==> src/rtl/multicycle_sequencer_if.sv <==
// ----------------------------------------------------------------------------
// multicycle_sequencer_if
//
// Purpose: bundles every non-clock/reset signal of the rv32i multi-cycle
// control sequencer. The sequencer connects through the `slave` modport and
// the datapath, decoder and memory environment through the `master` modport.
//
// Handshake semantics (both instruction and data side):
//   *_req is raised by the sequencer and held high until the matching *_ack
//   arrives or the request times out. *_ack is a same-cycle completion: read
//   data is valid, or the store is done, in the cycle ack is high. An ack seen
//   while the matching req is low is ignored. There is no back-pressure on
//   ack and no data transfer outside req && ack.
//
// Signals:
//   run           environment -> seq  allow a new fetch to start
//   mem_op        decoder -> seq      memory operation code (2 bits)
//   jump_type     decoder -> seq      jump/branch type code (3 bits)
//   regfile_src   decoder -> seq      rd source code (3 bits)
//   funct3_valid  decoder -> seq      funct3 legality flag
//   imem_ack      imem -> seq         instruction fetch completion
//   dmem_ack      dmem -> seq         data access completion
//   imem_req      seq -> imem         instruction fetch request
//   dmem_req      seq -> dmem         data access request
//   dmem_we       seq -> dmem         1 = store, qualified by dmem_req
//   ir_we         seq -> datapath     latch instruction register
//   alu_we        seq -> datapath     latch ALU result register
//   mdr_we        seq -> datapath     latch load data register
//   pc_we         seq -> datapath     update PC
//   regfile_we    seq -> datapath     write rd
//   retire        seq -> observers    one pulse per completed instruction
//   halted        seq -> observers    sequencer is in TRAP
//   trap_cause    seq -> observers    00 none, 01 illegal, 10 fetch timeout,
//                                     11 data timeout
//   state         seq -> observers    current FSM state (debug visibility)
//   cycle_count   seq -> observers    only with SEQ_PERF_COUNTERS_EN
//   instret_count seq -> observers    only with SEQ_PERF_COUNTERS_EN
//
// Optional feature macro: SEQ_PERF_COUNTERS_EN
// ----------------------------------------------------------------------------
interface multicycle_sequencer_if;

    logic       run;
    logic [1:0] mem_op;
    logic [2:0] jump_type;
    logic [2:0] regfile_src;
    logic       funct3_valid;
    logic       imem_ack;
    logic       dmem_ack;

    logic       imem_req;
    logic       dmem_req;
    logic       dmem_we;
    logic       ir_we;
    logic       alu_we;
    logic       mdr_we;
    logic       pc_we;
    logic       regfile_we;
    logic       retire;
    logic       halted;
    logic [1:0] trap_cause;
    logic [2:0] state;

`ifdef SEQ_PERF_COUNTERS_EN
    logic [31:0] cycle_count;
    logic [31:0] instret_count;

    modport slave (
        input  run, mem_op, jump_type, regfile_src, funct3_valid,
        input  imem_ack, dmem_ack,
        output imem_req, dmem_req, dmem_we,
        output ir_we, alu_we, mdr_we, pc_we, regfile_we,
        output retire, halted, trap_cause, state,
        output cycle_count, instret_count
    );

    modport master (
        output run, mem_op, jump_type, regfile_src, funct3_valid,
        output imem_ack, dmem_ack,
        input  imem_req, dmem_req, dmem_we,
        input  ir_we, alu_we, mdr_we, pc_we, regfile_we,
        input  retire, halted, trap_cause, state,
        input  cycle_count, instret_count
    );
`else
    modport slave (
        input  run, mem_op, jump_type, regfile_src, funct3_valid,
        input  imem_ack, dmem_ack,
        output imem_req, dmem_req, dmem_we,
        output ir_we, alu_we, mdr_we, pc_we, regfile_we,
        output retire, halted, trap_cause, state
    );

    modport master (
        output run, mem_op, jump_type, regfile_src, funct3_valid,
        output imem_ack, dmem_ack,
        input  imem_req, dmem_req, dmem_we,
        input  ir_we, alu_we, mdr_we, pc_we, regfile_we,
        input  retire, halted, trap_cause, state
    );
`endif

endinterface

==> src/rtl/multicycle_sequencer.sv <==
// ----------------------------------------------------------------------------
// multicycle_sequencer
//
// Purpose: multi-cycle control FSM for the rv32i core. Steps one instruction
// at a time through FETCH -> DECODE -> EXECUTE -> (MEM) -> WRITEBACK, raising
// the datapath write strobes and the instruction/data memory requests. An
// illegal decode or a memory request left unacknowledged for MEM_TIMEOUT
// cycles parks the sequencer in TRAP until reset.
//
// Parameters:
//   MEM_TIMEOUT  cycles a request may stay unacknowledged (legal 2..255)
//   TMR_W        wait counter width, 2**TMR_W must exceed MEM_TIMEOUT
//
// Ports:
//   clk    core clock, rising edge
//   reset  synchronous, active-high
//   bus    multicycle_sequencer_if.slave (decoder fields, run, acks in;
//          requests, strobes, retire/halted/trap_cause/state out)
//
// Optional feature macro: SEQ_PERF_COUNTERS_EN
//   Adds bus.cycle_count (counts every non-halted cycle) and
//   bus.instret_count (counts retired instructions); both wrap mod 2**32.
//
// State encoding on bus.state:
//   FETCH=0, DECODE=1, EXECUTE=2, MEM=3, WRITEBACK=4, TRAP=5
//
// Timing with zero-wait memory, FETCH to FETCH:
//   ALU / branch / jump = 4 cycles, load / store = 5 cycles.
// ----------------------------------------------------------------------------
module multicycle_sequencer #(
    parameter int MEM_TIMEOUT = 16,
    parameter int TMR_W       = 8
) (
    input  logic                    clk,
    input  logic                    reset,
    multicycle_sequencer_if.slave   bus
);

    // Decoder codes shared with the rest of the core. Only the codes this
    // block acts on are listed (JAL/JALR and the non-NONE register sources
    // all take the default path).
    localparam logic [1:0] MEM_OP_NONE  = 2'd0;
    localparam logic [1:0] MEM_OP_LOAD  = 2'd1;
    localparam logic [1:0] MEM_OP_STORE = 2'd2;

    localparam logic [2:0] JUMP_NONE    = 3'd0;
    localparam logic [2:0] JUMP_IF_0    = 3'd3;
    localparam logic [2:0] JUMP_IF_1    = 3'd4;

    localparam logic [2:0] REG_SRC_NONE = 3'd0;

    localparam logic [1:0] TRAP_NONE    = 2'b00;
    localparam logic [1:0] TRAP_ILLEGAL = 2'b01;
    localparam logic [1:0] TRAP_FETCH   = 2'b10;
    localparam logic [1:0] TRAP_DATA    = 2'b11;

    // Counter value of the last request cycle that may still be acknowledged.
    localparam logic [TMR_W-1:0] WAIT_LAST = TMR_W'(MEM_TIMEOUT - 1);
    localparam logic [TMR_W-1:0] WAIT_ZERO = '0;
    localparam logic [TMR_W-1:0] WAIT_ONE  = TMR_W'(1);

    typedef enum logic [2:0] {
        S_FETCH     = 3'd0,
        S_DECODE    = 3'd1,
        S_EXECUTE   = 3'd2,
        S_MEM       = 3'd3,
        S_WRITEBACK = 3'd4,
        S_TRAP      = 3'd5
    } state_t;

    // ------------------------------------------------------------------
    // Registered state
    // ------------------------------------------------------------------
    state_t           state_q, state_d;
    logic [TMR_W-1:0] wait_q,  wait_d;
    logic [1:0]       trap_q,  trap_d;

    // Decoder fields captured at the end of DECODE. EXECUTE, MEM and
    // WRITEBACK decode from these copies so that no decoder input reaches
    // an output combinationally.
    logic [1:0]       mem_op_q;
    logic [2:0]       jump_q;
    logic [2:0]       src_q;

    // ------------------------------------------------------------------
    // Request/acknowledge qualification shared by next-state and outputs
    // ------------------------------------------------------------------
    logic fetch_req;
    logic fetch_ack;
    logic data_req;
    logic data_ack;
    logic wait_expired;
    logic illegal;

    // run only matters before the request is raised; once the counter has
    // moved the fetch request is committed until ack or timeout.
    assign fetch_req    = (state_q == S_FETCH) &&
                          ((wait_q == WAIT_ZERO) ? bus.run : 1'b1);
    assign fetch_ack    = fetch_req && bus.imem_ack;
    assign data_req     = (state_q == S_MEM);
    assign data_ack     = data_req && bus.dmem_ack;
    assign wait_expired = (wait_q == WAIT_LAST);

    // Funct3 is illegal, or the instruction does nothing at all.
    assign illegal = !bus.funct3_valid ||
                     ((bus.mem_op      == MEM_OP_NONE) &&
                      (bus.jump_type   == JUMP_NONE)   &&
                      (bus.regfile_src == REG_SRC_NONE));

    // ------------------------------------------------------------------
    // Process 1: state register
    // ------------------------------------------------------------------
    always_ff @(posedge clk) begin
        if (reset) begin
            state_q <= S_FETCH;
            wait_q  <= WAIT_ZERO;
            trap_q  <= TRAP_NONE;
        end else begin
            state_q <= state_d;
            wait_q  <= wait_d;
            trap_q  <= trap_d;
        end
    end

    always_ff @(posedge clk) begin
        if (reset) begin
            mem_op_q <= MEM_OP_NONE;
            jump_q   <= JUMP_NONE;
            src_q    <= REG_SRC_NONE;
        end else if (state_q == S_DECODE) begin
            mem_op_q <= bus.mem_op;
            jump_q   <= bus.jump_type;
            src_q    <= bus.regfile_src;
        end
    end

    // ------------------------------------------------------------------
    // Process 2: next-state logic
    // The wait counter returns to zero on every state change, so each
    // request starts its timeout window fresh.
    // ------------------------------------------------------------------
    always_comb begin
        state_d = state_q;
        wait_d  = wait_q;
        trap_d  = trap_q;

        unique case (state_q)
            S_FETCH: begin
                if (fetch_ack) begin
                    state_d = S_DECODE;
                    wait_d  = WAIT_ZERO;
                end else if (fetch_req) begin
                    if (wait_expired) begin
                        state_d = S_TRAP;
                        trap_d  = TRAP_FETCH;
                        wait_d  = WAIT_ZERO;
                    end else begin
                        wait_d  = wait_q + WAIT_ONE;
                    end
                end
                // run low with no request outstanding: park, counter stays 0
            end

            S_DECODE: begin
                wait_d = WAIT_ZERO;
                if (illegal) begin
                    state_d = S_TRAP;
                    trap_d  = TRAP_ILLEGAL;
                end else begin
                    state_d = S_EXECUTE;
                end
            end

            S_EXECUTE: begin
                wait_d = WAIT_ZERO;
                if ((mem_op_q == MEM_OP_LOAD) || (mem_op_q == MEM_OP_STORE)) begin
                    state_d = S_MEM;
                end else begin
                    state_d = S_WRITEBACK;
                end
            end

            S_MEM: begin
                // Ack in the last permitted cycle still completes the access.
                if (data_ack) begin
                    state_d = S_WRITEBACK;
                    wait_d  = WAIT_ZERO;
                end else if (wait_expired) begin
                    state_d = S_TRAP;
                    trap_d  = TRAP_DATA;
                    wait_d  = WAIT_ZERO;
                end else begin
                    wait_d  = wait_q + WAIT_ONE;
                end
            end

            S_WRITEBACK: begin
                state_d = S_FETCH;
                wait_d  = WAIT_ZERO;
            end

            S_TRAP: begin
                // Sticky until reset; trap_cause is frozen.
                wait_d = WAIT_ZERO;
            end

            default: begin
                // Unused encodings recover to a clean fetch.
                state_d = S_FETCH;
                wait_d  = WAIT_ZERO;
            end
        endcase
    end

    // ------------------------------------------------------------------
    // Process 3: output decode from registered state (plus acks and run)
    // ------------------------------------------------------------------
    logic imem_req_c;
    logic dmem_req_c;
    logic dmem_we_c;
    logic ir_we_c;
    logic alu_we_c;
    logic mdr_we_c;
    logic pc_we_c;
    logic regfile_we_c;
    logic retire_c;
    logic halted_c;

    always_comb begin
        imem_req_c   = 1'b0;
        dmem_req_c   = 1'b0;
        dmem_we_c    = 1'b0;
        ir_we_c      = 1'b0;
        alu_we_c     = 1'b0;
        mdr_we_c     = 1'b0;
        pc_we_c      = 1'b0;
        regfile_we_c = 1'b0;
        retire_c     = 1'b0;
        halted_c     = 1'b0;

        unique case (state_q)
            S_FETCH: begin
                imem_req_c = fetch_req;
                ir_we_c    = fetch_ack;
            end

            S_DECODE: begin
            end

            S_EXECUTE: begin
                alu_we_c = 1'b1;
            end

            S_MEM: begin
                dmem_req_c = data_req;
                dmem_we_c  = (mem_op_q == MEM_OP_STORE);
                mdr_we_c   = data_ack && (mem_op_q == MEM_OP_LOAD);
            end

            S_WRITEBACK: begin
                pc_we_c  = 1'b1;
                retire_c = 1'b1;
                // Branches report PCP4 as their source; they must not write rd.
                regfile_we_c = (src_q    != REG_SRC_NONE) &&
                               (jump_q   != JUMP_IF_0)    &&
                               (jump_q   != JUMP_IF_1)    &&
                               (mem_op_q != MEM_OP_STORE);
            end

            S_TRAP: begin
                halted_c = 1'b1;
            end

            default: begin
            end
        endcase
    end

    assign bus.imem_req   = imem_req_c;
    assign bus.dmem_req   = dmem_req_c;
    assign bus.dmem_we    = dmem_we_c;
    assign bus.ir_we      = ir_we_c;
    assign bus.alu_we     = alu_we_c;
    assign bus.mdr_we     = mdr_we_c;
    assign bus.pc_we      = pc_we_c;
    assign bus.regfile_we = regfile_we_c;
    assign bus.retire     = retire_c;
    assign bus.halted     = halted_c;
    assign bus.trap_cause = trap_q;
    assign bus.state      = state_q;

`ifdef SEQ_PERF_COUNTERS_EN
    // ------------------------------------------------------------------
    // Performance counters, free-running modulo 2**32
    // ------------------------------------------------------------------
    logic [31:0] cycle_q;
    logic [31:0] instret_q;

    always_ff @(posedge clk) begin
        if (reset) begin
            cycle_q   <= 32'd0;
            instret_q <= 32'd0;
        end else begin
            if (state_q != S_TRAP) begin
                cycle_q <= cycle_q + 32'd1;
            end
            if (state_q == S_WRITEBACK) begin
                instret_q <= instret_q + 32'd1;
            end
        end
    end

    assign bus.cycle_count   = cycle_q;
    assign bus.instret_count = instret_q;
`endif

endmodule

==> src/flat_wrapper.sv <==
// flat-port wrapper written by rule: the top's interface ports become plain ports
module multicycle_sequencer_flat 
#(
    parameter int MEM_TIMEOUT = 16,
    parameter int TMR_W       = 8
)
  (clk, reset, bus_run, bus_mem_op, bus_jump_type, bus_regfile_src, bus_funct3_valid, bus_imem_ack, bus_dmem_ack, bus_imem_req, bus_dmem_req, bus_dmem_we, bus_ir_we, bus_alu_we, bus_mdr_we, bus_pc_we, bus_regfile_we, bus_retire, bus_halted, bus_trap_cause, bus_state);
  multicycle_sequencer_if bus_i ();
  input  logic clk;
  input  logic reset;
  input wire logic [$bits(bus_i.run)-1:0] bus_run;
  input wire logic [$bits(bus_i.mem_op)-1:0] bus_mem_op;
  input wire logic [$bits(bus_i.jump_type)-1:0] bus_jump_type;
  input wire logic [$bits(bus_i.regfile_src)-1:0] bus_regfile_src;
  input wire logic [$bits(bus_i.funct3_valid)-1:0] bus_funct3_valid;
  input wire logic [$bits(bus_i.imem_ack)-1:0] bus_imem_ack;
  input wire logic [$bits(bus_i.dmem_ack)-1:0] bus_dmem_ack;
  output wire logic [$bits(bus_i.imem_req)-1:0] bus_imem_req;
  output wire logic [$bits(bus_i.dmem_req)-1:0] bus_dmem_req;
  output wire logic [$bits(bus_i.dmem_we)-1:0] bus_dmem_we;
  output wire logic [$bits(bus_i.ir_we)-1:0] bus_ir_we;
  output wire logic [$bits(bus_i.alu_we)-1:0] bus_alu_we;
  output wire logic [$bits(bus_i.mdr_we)-1:0] bus_mdr_we;
  output wire logic [$bits(bus_i.pc_we)-1:0] bus_pc_we;
  output wire logic [$bits(bus_i.regfile_we)-1:0] bus_regfile_we;
  output wire logic [$bits(bus_i.retire)-1:0] bus_retire;
  output wire logic [$bits(bus_i.halted)-1:0] bus_halted;
  output wire logic [$bits(bus_i.trap_cause)-1:0] bus_trap_cause;
  output wire logic [$bits(bus_i.state)-1:0] bus_state;
  assign bus_i.run = bus_run;
  assign bus_i.mem_op = bus_mem_op;
  assign bus_i.jump_type = bus_jump_type;
  assign bus_i.regfile_src = bus_regfile_src;
  assign bus_i.funct3_valid = bus_funct3_valid;
  assign bus_i.imem_ack = bus_imem_ack;
  assign bus_i.dmem_ack = bus_dmem_ack;
  assign bus_imem_req = bus_i.imem_req;
  assign bus_dmem_req = bus_i.dmem_req;
  assign bus_dmem_we = bus_i.dmem_we;
  assign bus_ir_we = bus_i.ir_we;
  assign bus_alu_we = bus_i.alu_we;
  assign bus_mdr_we = bus_i.mdr_we;
  assign bus_pc_we = bus_i.pc_we;
  assign bus_regfile_we = bus_i.regfile_we;
  assign bus_retire = bus_i.retire;
  assign bus_halted = bus_i.halted;
  assign bus_trap_cause = bus_i.trap_cause;
  assign bus_state = bus_i.state;
  multicycle_sequencer #(.MEM_TIMEOUT(MEM_TIMEOUT), .TMR_W(TMR_W)) u_core (.clk(clk), .reset(reset), .bus(bus_i));
endmodule
==> config.mk <==
export PLATFORM = sky130hd
export DESIGN_NAME = multicycle_sequencer_flat
export DESIGN_NICKNAME = d
export VERILOG_FILES = /design/src/rtl/multicycle_sequencer_if.sv /design/src/rtl/multicycle_sequencer.sv /design/src/flat_wrapper.sv
export SDC_FILE = /design/constraint.sdc
export NUM_CORES = 1
export LEC_CHECK = 0
export ABC_AREA = 1
export ABC_CLOCK_PERIOD_IN_PS = 1200
export BUFFER_PORTS_ARGS = -buffer_cell sky130_fd_sc_hd__buf_4
export CAP_MARGIN = 30
export CORE_ASPECT_RATIO = 1.5
export CORE_MARGIN = 10
export CORE_UTILIZATION = 47
export DETAILED_ROUTE_END_ITERATION = 6
export PLACE_DENSITY_LB_ADDON = 0.05
export SLEW_MARGIN = 20
export SYNTH_ARGS = -nofsm -noshare
export SYNTH_HDL_FRONTEND = slang
export SYNTH_SLANG_ARGS = --single-unit
==> constraint.sdc <==
create_clock -name clk -period 1.2 [get_ports clk]
set_input_delay 0.24 -clock clk [delete_from_list [all_inputs] [get_ports clk]]
set_output_delay 0.24 -clock clk [all_outputs]
set_load 0.01 [all_outputs]
==> summary.txt <==
Worst setup path
  • WP data arrival: 1530 ps
  • FF-to-FF path depth: 9
  • Slowest CP cell: dfxtp_1
  • Crit path cell chain: inv_1, nand2_1, nor2_2, nand2_2, nand3_4, inv_1, buf_4
  • Critical Path Sink Type: primary output
  • Reg2reg end: u_core.bus.state[0]
  • Critical path class: reg -> out
  • Most used cell, CP: inv_1
  • R2R setup slack: -460 ps
  • CP startpoint kind: register
  • Buf/Inv on CP: 3
  • Worst path depth: 7
  • R2R Path Start: u_core.wait_q[2]
  • Crit-path max cell delay: 400 ps
  • CP max FO: 3
  • CP delay by family, top: simple AND/OR/NAND/NOR gates
  • Critical Path RT: 960 ps

GRT
  • Initial antenna violation count: 0
  • First-pass GRT wire length: 7.41 mm
  • Largest net degree at the start of global routing: 13
  • Vias in the first global route: 1611
  • Total grt overflow: 0
  • Gr usage total: 19.2%

Min path
  • Hold Path End: u_core.wait_q[1]
  • HP Class: in -> reg
  • Hold path depth: 2
  • HP Start: reset

Route
  • DRC violations left: 0
  • Via Count: 1647
  • Routed len/inst: 18.6 microns
  • Drt first pass iters: 4
  • Vias per cell: 5.78
  • Met1 WL: 1.83 mm
  • Antenna-violating nets left: 0
  • Top sig layer: met4
  • Routed wl met3: 284 microns
  • Met2 wire len: 2.89 mm
  • 1st-iter DRT viols: 117
  • Routed WL: 5.29 mm

Logic synthesis
  • Netlist area before placement: 1230 sq um
  • Yosys warning total: 0
  • Post-synth cell types: 28
  • Adder-Cell Fraction of Synth Area: 4.08%
  • Count leader, synth: nand2_1
  • Leading area contributor after synthesis: dfxtp_1
  • Top post-synthesis cells by area: dfxtp_1, nand2_1, inv_1
  • Post-Synth XOR/XNOR Area: 0.714%
  • Post-synth ARST share: 0%
  • Post-synth EDFFs: 0
  • Post-synth top cells: nand2_1, inv_1, nor2_1, dfxtp_1, o21ai_0
  • Post-synthesis mux area share: 0%
  • Post-synthesis average cell area: 6.70 sq um
  • Syn Inst Count: 183
  • Largest family of logic cells by synthesized area: simple AND/OR/NAND/NOR gates
  • Top cell type's share of synthesized area: 34.3%
  • Top_reg_cell synth: dfxtp_1
  • Seq cells post-synth: 21
  • Post-Syn Nets: 201
  • Compound-Gate Fraction of Synth Area: 15.1%
  • Seq/Total Area, Yosys: 34.3%
  • Fraction of the mapped netlist area in simple logic gates: 34.9%

Final layout
  • Post-Route Utilization: 88.6%
  • Area Overhead vs Synth: 79.0%
  • Ant diodes: 0
  • Share of cells above drive strength 1: 59.8%
  • Final #Nets: 280

STA
  • Fin worst setup slack: -574 ps
  • Total negative setup slack: -8760 ps
  • Slew margin rel.: 83.7%
  • Final hold vios: 0
  • Hold slack: 156 ps
  • Worst slew pin tran: 245 ps
  • Final worst-path cycle share: 148%
  • Post-route minimum period: 1770 ps
  • RSZ-0062 raised after global routing: true
  • Final Setup Violations: 28
  • Slew Viols, Final: 0
  • Final clock skew: 11.6 ps
  • Fmax: 564 MHz

Placed design
  • Final RePlAce weighted congestion: 0.768
  • Port Buf Inserts: 28
  • Dpl hpwl: 2.82 mm

Power and ir drop
  • Max VDD drop: 0.00124 V
  • Pwr Total: 0.00421 W
  • Pleak: 1.05 nW
  • P per Cell Area: 1920 nW/um^2

CTS
  • TritonCTS Buffers: 3
  • Clk Latency, worst-skew pair: 320 ps
  • Clock Pin Slew Worst Setup and Hold Paths: 140 ps
  • Root Buffer: clkbuf_4
  • CTS tree: done
  • # H-tree levels: 1
  • Clk sinks: 21
  • Clk buf depth: 2

Floorplanning
  • Initial core utilization: 49.5%
  • Core area: 2480 sq um
  • Die W: 61.7 microns
  • Core Rows: 22
  • DIE HEIGHT: 82.6 microns
  • Die Area: 5090 sq um
  • # IOs: 29

Status
  • Status: complete, but fails checks
  • Failing checks: setup timing

Job
  • Max_cap viols: 0
[what timing repair did]
| action | in CTS | in global routing |
|---|---|---|
| buffers inserted | 15 | 10 |
| hold buffers | 0 | 0 |
| resized for setup | 57 | 29 |
| pin swaps | 16 | 21 |
| endpoints found under the setup margin | 26 | 33 |
[layer usage]
metal	up-vias	global-route usage, %
met5	-	0
met4	0	10.8
met3	30	3.51
met2	85	35.2
met1	785	19.3
li1	747	-
[kinds of logic after synthesis]
logic type                 count (synthesis)
AOI/OAI and AO/OA                         32
xor gates and xnor gates                   1
adders and majority gates                  4
buffers and inverters                     34
DFF                                       21
and+or+nand+nor                           91
[final cells by class]
| class | instances | area (sq um) |
|---|---|---|
| clock buffer | 3 | 22.5 |
| sequential | 21 | 438 |
| multi-input combinational | 128 | 945 |
| inverter | 31 | 124 |
| tap | 24 | 30.0 |
| timing repair buffer | 77 | 631 |
| fill | 125 | 283 |
| clock inverter | 1 | 5.00 |
[cells in the final DEF, fill, tap and decap left out, types with 4 or more instances in the layout]
cell	count
ha_4	4
nand2_2	10
dfxtp_1	13
dfxtp_2	5
o21ai_0	9
buf_6	14
nand2_4	6
inv_1	18
nor2_2	5
buf_4	63
a21oi_1	9
nand3_2	5
nor2_4	5
nand2_1	18
a21oi_2	4
nor2_1	21
inv_2	10
nand3_1	7
[worst max path at each step]
| stage | start | end | slack (ps) |
|---|---|---|---|
| 2_1_floorplan | u_core.bus.state[2] | bus_regfile_we | -40 |
| 3_3_place_gp | u_core.wait_q[0] | u_core.wait_q[5] | -110 |
| 3_5_place_dp | u_core.wait_q[0] | u_core.wait_q[1] | -180 |
| 4_1_cts | u_core.bus.state[0] | bus_regfile_we | -410 |
| 5_1_grt | u_core.wait_q[2] | bus_ir_we | -640 |
| 6_report | u_core.wait_q[2] | bus_ir_we | -570 |
[sequential cells by signal, summed over array words and instances (netlist names)]
name,flops
u_core.jump_q,3
u_core.src_q,3
u_core.wait_q,8
u_core.bus.state,3
u_core.mem_op_q,2
u_core.bus.trap_cause,2
[through the flow]
stage / cell area, sq um / setup WS (ps) / std cells
2_1_floorplan: 1280 / -35.5 / 183
3_3_place_gp: 1720 / -114 / 260
3_5_place_dp: 1720 / -179 / 260
4_1_cts: 2050 / -415 / 278
5_1_grt: 2190 / -637 / 285
6_report: 2190 / -574 / 285
[worst register-to-register path: stages, from the launching register on]
cell	delay [ps]
dfxtp_1	400
inv_1	120
nand2_1	80
nor2_2	160
nand2_2	150
buf_6	160
nor2_4	210
nor3_2	80
o21ai_1	100
nand2_1	110
[where the power goes]
group          total [W]  internal [W]  switching [W]  leakage [nW]
sequential       0.00106      0.000900       0.000165         0.175
combinational    0.00278       0.00125        0.00152         0.855
clock           0.000371      0.000125       0.000247        0.0177
Note: power is estimated with default switching activity, not from simulation.
